--- src/rtl/clk_div_bank.sv ---
// clk_div_bank -- multi-channel clock-enable / divider bank.
//
// Every channel counts system clock edges against its own runtime-programmable
// divisor.  It produces a registered square wave (clk_out) and a registered
// one-cycle pulse (tick) once per period.  A channel runs either free or as a
// one-shot that stops after its first period and raises a sticky done flag.
//
// Divisor writes go to a per-channel pending register.  The pending value is
// copied into the active divisor only at a safe point, so the running period
// always completes with the old divisor.  The safe points are:
//   - the edge where the channel wraps,
//   - any edge where the channel is not running,
//   - a sync_clr.
//
// Handshake: div_wr is a single-cycle strobe with no back-pressure.  Every
// write is answered one cycle later by exactly one pulse: div_ack if the write
// was accepted, or div_err if it was rejected.  No pulse is issued for a write
// that arrives in a reset cycle.
//
// Ports
//   clk       in   1       system clock, rising edge
//   rst       in   1       synchronous reset, active-low
//   en        in   NUM_CH  per-channel run enable (dropping it re-arms the channel)
//   oneshot   in   NUM_CH  per-channel mode: 0 free-run, 1 one-shot
//   sync_clr  in   1       phase-align all channels and apply pending divisors
//   div_wr    in   1       divisor write strobe
//   div_ch    in   CH_W    write target channel
//   div_val   in   CNT_W   new divisor (accepted when >= 2)
//   div_ack   out  1       write accepted (one cycle after div_wr)
//   div_err   out  1       write rejected (one cycle after div_wr)
//   clk_out   out  NUM_CH  square wave: high floor(div/2) cycles, low ceil(div/2) cycles
//   tick      out  NUM_CH  one-cycle pulse per period
//   done      out  NUM_CH  sticky one-shot completion flag
module clk_div_bank #(
    parameter int NUM_CH      = 4,
    parameter int CNT_W       = 24,
    parameter int DEFAULT_DIV = 50000,
    localparam int CH_W       = (NUM_CH > 1) ? $clog2(NUM_CH) : 1
) (
    input  logic              clk,
    input  logic              rst,
    input  logic [NUM_CH-1:0] en,
    input  logic [NUM_CH-1:0] oneshot,
    input  logic              sync_clr,
    input  logic              div_wr,
    input  logic [CH_W-1:0]   div_ch,
    input  logic [CNT_W-1:0]  div_val,
    output logic              div_ack,
    output logic              div_err,
    output logic [NUM_CH-1:0] clk_out,
    output logic [NUM_CH-1:0] tick,
    output logic [NUM_CH-1:0] done
);

    logic [CNT_W-1:0]  cnt_q     [NUM_CH];
    logic [CNT_W-1:0]  cnt_d     [NUM_CH];
    logic [CNT_W-1:0]  div_act_q [NUM_CH];
    logic [CNT_W-1:0]  div_act_d [NUM_CH];
    logic [CNT_W-1:0]  pend_q    [NUM_CH];
    logic [CNT_W-1:0]  pend_d    [NUM_CH];
    logic [CNT_W-1:0]  cnt_nxt   [NUM_CH];
    logic [NUM_CH-1:0] pend_v_q, pend_v_d;
    logic [NUM_CH-1:0] clk_out_q, clk_out_d;
    logic [NUM_CH-1:0] tick_q, tick_d;
    logic [NUM_CH-1:0] done_q, done_d;
    logic [NUM_CH-1:0] running, wrap, apply;
    logic              div_ack_q, div_ack_d;
    logic              div_err_q, div_err_d;
    logic              wr_ok;

    // Write validation: the channel index may be out of range when NUM_CH
    // is not a power of two.
    always_comb begin
        wr_ok     = div_wr && (div_val >= CNT_W'(2))
                    && ({1'b0, div_ch} < (CH_W+1)'(NUM_CH));
        div_ack_d = wr_ok;
        div_err_d = div_wr && !wr_ok;
    end

    // Per-channel status.  A one-shot channel that is done counts as
    // stopped even while its enable is still high.
    always_comb begin
        for (int i = 0; i < NUM_CH; i++) begin
            running[i] = en[i] && !(oneshot[i] && done_q[i]);
            wrap[i]    = (cnt_q[i] == div_act_q[i] - CNT_W'(1));
            cnt_nxt[i] = wrap[i] ? '0 : cnt_q[i] + CNT_W'(1);
            apply[i]   = pend_v_q[i] && (sync_clr || !running[i] || wrap[i]);
        end
    end

    always_comb begin
        for (int i = 0; i < NUM_CH; i++) begin
            cnt_d[i]     = cnt_q[i];
            div_act_d[i] = div_act_q[i];
            pend_d[i]    = pend_q[i];
            pend_v_d[i]  = pend_v_q[i];
            clk_out_d[i] = 1'b0;
            tick_d[i]    = 1'b0;
            done_d[i]    = done_q[i];

            if (sync_clr) begin
                cnt_d[i]  = '0;
                done_d[i] = 1'b0;
            end else if (!en[i]) begin
                cnt_d[i]  = '0;
                done_d[i] = 1'b0;
            end else if (running[i]) begin
                cnt_d[i]     = cnt_nxt[i];
                tick_d[i]    = wrap[i];
                clk_out_d[i] = (cnt_nxt[i] < (div_act_q[i] >> 1));
                if (wrap[i] && oneshot[i]) begin
                    done_d[i] = 1'b1;
                end
            end

            // The old pending value is applied first, so a write landing on
            // an apply edge becomes the next pending value rather than being lost.
            if (apply[i]) begin
                div_act_d[i] = pend_q[i];
                pend_v_d[i]  = 1'b0;
            end
            if (wr_ok && (div_ch == CH_W'(i))) begin
                pend_d[i]   = div_val;
                pend_v_d[i] = 1'b1;
            end
        end
    end

    always_ff @(posedge clk) begin
        if (!rst) begin
            for (int i = 0; i < NUM_CH; i++) begin
                cnt_q[i]     <= '0;
                div_act_q[i] <= CNT_W'(DEFAULT_DIV);
                pend_q[i]    <= '0;
            end
            pend_v_q  <= '0;
            clk_out_q <= '0;
            tick_q    <= '0;
            done_q    <= '0;
            div_ack_q <= 1'b0;
            div_err_q <= 1'b0;
        end else begin
            for (int i = 0; i < NUM_CH; i++) begin
                cnt_q[i]     <= cnt_d[i];
                div_act_q[i] <= div_act_d[i];
                pend_q[i]    <= pend_d[i];
            end
            pend_v_q  <= pend_v_d;
            clk_out_q <= clk_out_d;
            tick_q    <= tick_d;
            done_q    <= done_d;
            div_ack_q <= div_ack_d;
            div_err_q <= div_err_d;
        end
    end

    assign div_ack = div_ack_q;
    assign div_err = div_err_q;
    assign clk_out = clk_out_q;
    assign tick    = tick_q;
    assign done    = done_q;

endmodule
--- config.mk ---
export PLATFORM = sky130hd
export DESIGN_NAME = clk_div_bank
export DESIGN_NICKNAME = d
export VERILOG_FILES = /design/src/rtl/clk_div_bank.sv
export SDC_FILE = /design/constraint.sdc
export NUM_CORES = 1
export LEC_CHECK = 0
export ABC_CLOCK_PERIOD_IN_PS = 4600
export CORE_ASPECT_RATIO = 0.8
export CORE_MARGIN = 8
export CORE_UTILIZATION = 57
export DETAILED_ROUTE_END_ITERATION = 6
export GPL_ROUTABILITY_DRIVEN = 0
export PLACE_DENSITY_LB_ADDON = 0.05
export SLEW_MARGIN = 20
export SYNTH_ARGS = -nofsm -noshare
export SYNTH_HDL_FRONTEND = slang
export SYNTH_SLANG_ARGS = --single-unit
--- constraint.sdc ---
create_clock -name clk -period 4.6 [get_ports clk]
set_input_delay 0.92 -clock clk [delete_from_list [all_inputs] [get_ports clk]]
set_output_delay 0.92 -clock clk [all_outputs]
set_load 0.02 [all_outputs]
**After elaboration in Yosys (flattened, before gate mapping)**

Memories as Yosys holds them, arrays and structs flattened.
Cells that the tools add are included.

- $add $sub $neg: 8
- Div/mod/pow operators: 0
- Reductions and logical operators: 56
- Shifts and indexed selects: 0
- Multiplexer cells: 46
- Multipliers: 0
- Order comparisons: 5
- Bitwise gates (word level): 21
- Equal/unequal tests: 7

Operators with widths:

| cell | number |
|---|---|
| 24-bit 2-to-1 mux | 36 |
| 24-bit by 1-bit adder with 24-bit output (second input constant) | 4 |
| 24-bit == test | 4 |
| 24-bit by 23-bit less-than comparator with 1-bit output | 4 |
| 24-bit by 1-bit subtractor with 24-bit output (second input constant) | 4 |
| 24-bit by 2-bit greater-or-equal comparator with 1-bit output (second input constant) | 1 |
| 1-bit logical AND | 22 |
| 4-bit OR reduction | 4 |
| 1-bit bitwise OR | 12 |
| 3-bit OR reduction | 4 |
| 1-bit 2-to-1 mux | 10 |
| 1-bit zero test | 9 |
| 1-bit inverter | 9 |
| 1-bit logical OR | 8 |
| 2-bit AND reduction | 4 |
| 2-bit nonzero test | 4 |
| 2-bit == test (second input constant) | 2 |
| 2-bit by 1-bit == test with 1-bit output (second input constant) | 1 |
| 2-bit zero test | 1 |

- RAM bits: 288
- Memories kept: 3
- Register bits: 18
- Output and inout bits: 14
- Logic and storage cells: 164
- ROM bits: 0
- Input bits: 38
- Bits in latches: 0

Memories:

| memory | words | bits a word | rd ports | clocked after memory_dff | wr ports | line | source |
|---|---|---|---|---|---|---|---|
| cnt_q | 4 | 24 | 4 | 0 | 4 | 55 | `logic [CNT_W-1:0] cnt_q [NUM_CH];` |
| div_act_q | 4 | 24 | 4 | 0 | 4 | 57 | `logic [CNT_W-1:0] div_act_q [NUM_CH];` |
| pend_q | 4 | 24 | 4 | 0 | 4 | 59 | `logic [CNT_W-1:0] pend_q [NUM_CH];` |

**Longest topological paths before layout**

- Depth in word-level cells: 9
- Depth in mapped cells: 22
- Gate-level depth less buffers: 19

**Least setup slack after synthesis**

Ideal clock, no wire load.

- Path kind: register to register
- Start point: memory div_act_q[3][10]
- End point: register clk_out_q[3] (netlist: clk_out[3])
- Arrival time: 4.559 ns
- Path slack: -0.077 ns
- Buffers on the path: 3
- Clock period less this slack: 4.677 ns
- Required time: 4.482 ns
- Stages on the path, launching flop included: 20
- Cells stage by stage: dfxtp_1 buf_2 nor4_2 nand2_1 or4_1 a32o_1 or2_1 nor4_4 buf_2 buf_2 nor2_1 ha_1 a21o_1 a21o_1 a21oi_1 a211o_1 a211o_1 or4_1 a21oi_1 nor3_1

RTL lines:

| what | line | source |
|---|---|---|
| start, declared | 57 |  |
| end signal, assigned | 149 | `clk_out_q <= clk_out_d;` |
| end, declared | 63 | `logic [NUM_CH-1:0] clk_out_q, clk_out_d;` |

==> out/metrics.yaml <==
power_and_ir_drop:
  internal-power_mw: 4.64
  p_sw_frac: 0.236
  clkPwrFrac: 0.491
  pwr-share-seq: 0.450
  switchingPower_mw: 1.43
  leakage_nw: 8.09
  powerDensity_mw_per_mm2: 286
  p_comb_frac: 0.059
  ir_drop_uv: 254
placed_design:
  place_hpwl_mm: 37.5
  port_buffers: 51
  place_area_mm2: 0.0199
setup_path:
  cp_max_fo: 13
  r2r-end: "clk_out[0]"
  critPathArrivalTime_ns: 4.91
  reg2reg_slack_ns: 0.16
  endpoint_kind: "flop"
  cp-startpoint: "div_act_q[0][0]"
  cp_data_required_time_ns: 5.07
  reg2reg_depth: 16
  startpoint_type: "flop"
  critical_path_class: "reg2reg"
  rr_startpoint: "div_act_q[0][0]"
yosys:
  async_flop_share: 0
  yosys-top-cells-count: "nand2_1 (442), dfxtp_1 (306), nand3_1 (194)"
  ys_ff_latch: 306
  synth_cell_types: 83
  ys.warnings.count: 0
  synth_edf_count: 0
  synth.area.top_cells: "dfxtp_1 (32%), nand2_1 (8.8%), ha_1 (6.3%), xnor2_1 (5.3%), nand3_1 (5.1%)"
  syn_avg_cell_area_um2: 7.43
  seq_area_frac_synth: 0.323
  synthDominantCellAreaShare: 0.323
  synth_flop_cell: "dfxtp_1"
  synth.cell_area_mm2: 0.0190
  synth_cells: 2550
  yosysMostFrequentCell: "nand2_1"
  yosys.area.top_type: "dfxtp_1"
  synth_fp_nets: 2684
outcome:
  outcome: "finished clean"
timing:
  finalMaxSlewViolations: 0
  worstMarginPinSlew_ns: 0.995
  fmax_mhz: 225
  grt_setup_unrepaired: "no"
  setup_tns_ns: 0
  hold_violations: 0
  slew-limit-headroom: 0.336
  finalCritPeriodShare: 0.964
  finClkSkew_ns: 0.0123
  post-route-min-period_ns: 4.44
  setup_viol: 0
route:
  routedWlPerCell_um: 17.4
  drc: 0
  vias: 17900
  first_iter_violations: 1712
  antenna_left: 0
  wirelength_mm: 52.1
  vias_per_cell: 6.00
  drtPass1Iterations: 6
clock_network:
  cts_buffer_depth: 3
  numCtsBuffers: 34
  holdBufCountCts: 0
  cts-root-buf: "clkbuf_16"
  path_clk_slew_ns: 0.06
  clk_latency_ns: 0.54
  cts_tree: "done"
  h-tree-depth: 2
  cts.sinks: 306
grt:
  grt_overflow: 0
  grt_pass1_wl_mm: 84.6
  gr-usage-met1: 0.359
  antenna_found_initial: 0
  grt_max_degree: 61
  met2_usage: 0.405
  top_usage_layer: "met2"
  grt_util_met3: 0.0395
  track_usage: 0.258
  grt_pass1_vias: 16600
finish:
  nNetsFinal: 2670
  final_core_util: 0.652
  syn_to_final_growth_pct: 12.2
  diodes: 0
  drive_above_1_share: 0.0738
  fin_area_mm2: 0.0213
min_path:
  min_path_cells: 2
  min_to: "div_act_q[0][11]"
  hold_path.class: "reg2reg"
  min_from: "pend_q[0][11]"
floorplanning:
  die-area_mm2: 0.0394
  placementRows: 59
  fp.dieW_um: 220
  fp.dieH_um: 179
  initial_core_util: 0.581
  core_area_mm2: 0.0326
  io_pins: 52
flow_run:
  cap_violations: 0
==> per-layer routing <==
metal	wire (um)	vias to the layer above
met5	0	-
met1	24400	8490
met3	3310	92
met4	1280	0
li1	-	8834
met2	23100	508
==> cell type report <==
type | count | area, um^2
multi-input cells | 1960 | 11900
fillers | 2950 | 11400
flip-flops and latches | 306 | 6130
repair buffers | 119 | 1070
clock buffers | 46 | 966
well taps | 427 | 534
inverters | 115 | 432
clock inverters | 15 | 255
==> metrics by stage <==
step / hold slack (ns) / setup slack, ns / total power, mW / std cells
after floorplan: 0.429 / 0.00212 / 3.00 / 2550
after global placement: 0.432 / 0.107 / 3.14 / 2923
after detailed placement: 0.441 / -0.0865 / 3.14 / 2923
after CTS: 0.452 / 0.0419 / 6.12 / 2984
after global routing: 0.464 / 0.00256 / 6.26 / 2988
final: 0.447 / 0.164 / 6.08 / 2988
==> kinds of logic (layout without fill, tap and decap cells) <==
group	Yosys count	after routing	synth area share
simple gates	1146	1146	0.289
fa+ha+maj	96	96	0.0634
buf+inv	284	295	0.0595
mux	29	29	0.0154
compound gates	485	485	0.155
flops	306	306	0.323
xor+xnor	204	204	0.0943
==> timing repair <==
item,4_1_cts,5_1_grt
setup endpoints to repair,1,4
gates resized for setup,1,26
pin swaps,0,6
setup buffers,0,3
cloned,0,1
==> registers in the layout, summed over array words and instances, names as in the netlist <==
name and flops:
done 4, clk_out 4, div_ack 1, div_act_q 96
pend_q 96, tick 4, cnt_q 96, pend_v_q 4
div_err 1
==> worst max-delay path: stages (launching register included) <==
cell and delay, ns:
dfxtp_1 0.35, or4_4 0.62, or2_4 0.31, nor4_2 0.26
nor4_1 0.08, or4_1 0.56, nor4_4 0.31, buf_12 0.18
nor2_1 0.05, ha_1 0.32, a21o_1 0.16, a21o_1 0.18
a21oi_2 0.16, a2111o_1 0.17, a21oi_1 0.04, or4_1 0.43
nor3_2 0.19
==> power by group through the flow <==
stage	logic [mW]	clock network (mW)	registers (mW)
final	0.357	2.98	2.74
after global placement	0.343	0	2.79
after floorplan	0.218	0	2.78
after detailed placement	0.349	0	2.79
after global routing	0.390	3.13	2.74
after CTS	0.351	3.03	2.73
==> cell usage in the layout, fill, tap and decap left out, types with 43 or more instances in the layout <==
| cell | count |
|---|---|
| buf_4 | 63 |
| nor3_1 | 50 |
| clkdlybuf4s50_1 | 50 |
| nand2_1 | 442 |
| o21ai_0 | 101 |
| dfxtp_1 | 305 |
| nand4_1 | 54 |
| nor2_1 | 192 |
| ha_1 | 94 |
| xnor2_1 | 114 |
| nand3_1 | 194 |
| xor2_1 | 90 |
| a21oi_1 | 191 |
| inv_1 | 114 |
| o31ai_1 | 43 |
==> how the worst max path moves through the flow <==
stage                      end  cells past startpoint
finish              clk_out[0]                     16
global placement    clk_out[3]                     17
floorplan           clk_out[3]                     19
global route        clk_out[3]                     19
CTS                 clk_out[3]                     18
detailed placement  clk_out[3]                     17
Power figures use the tool's default switching activity.
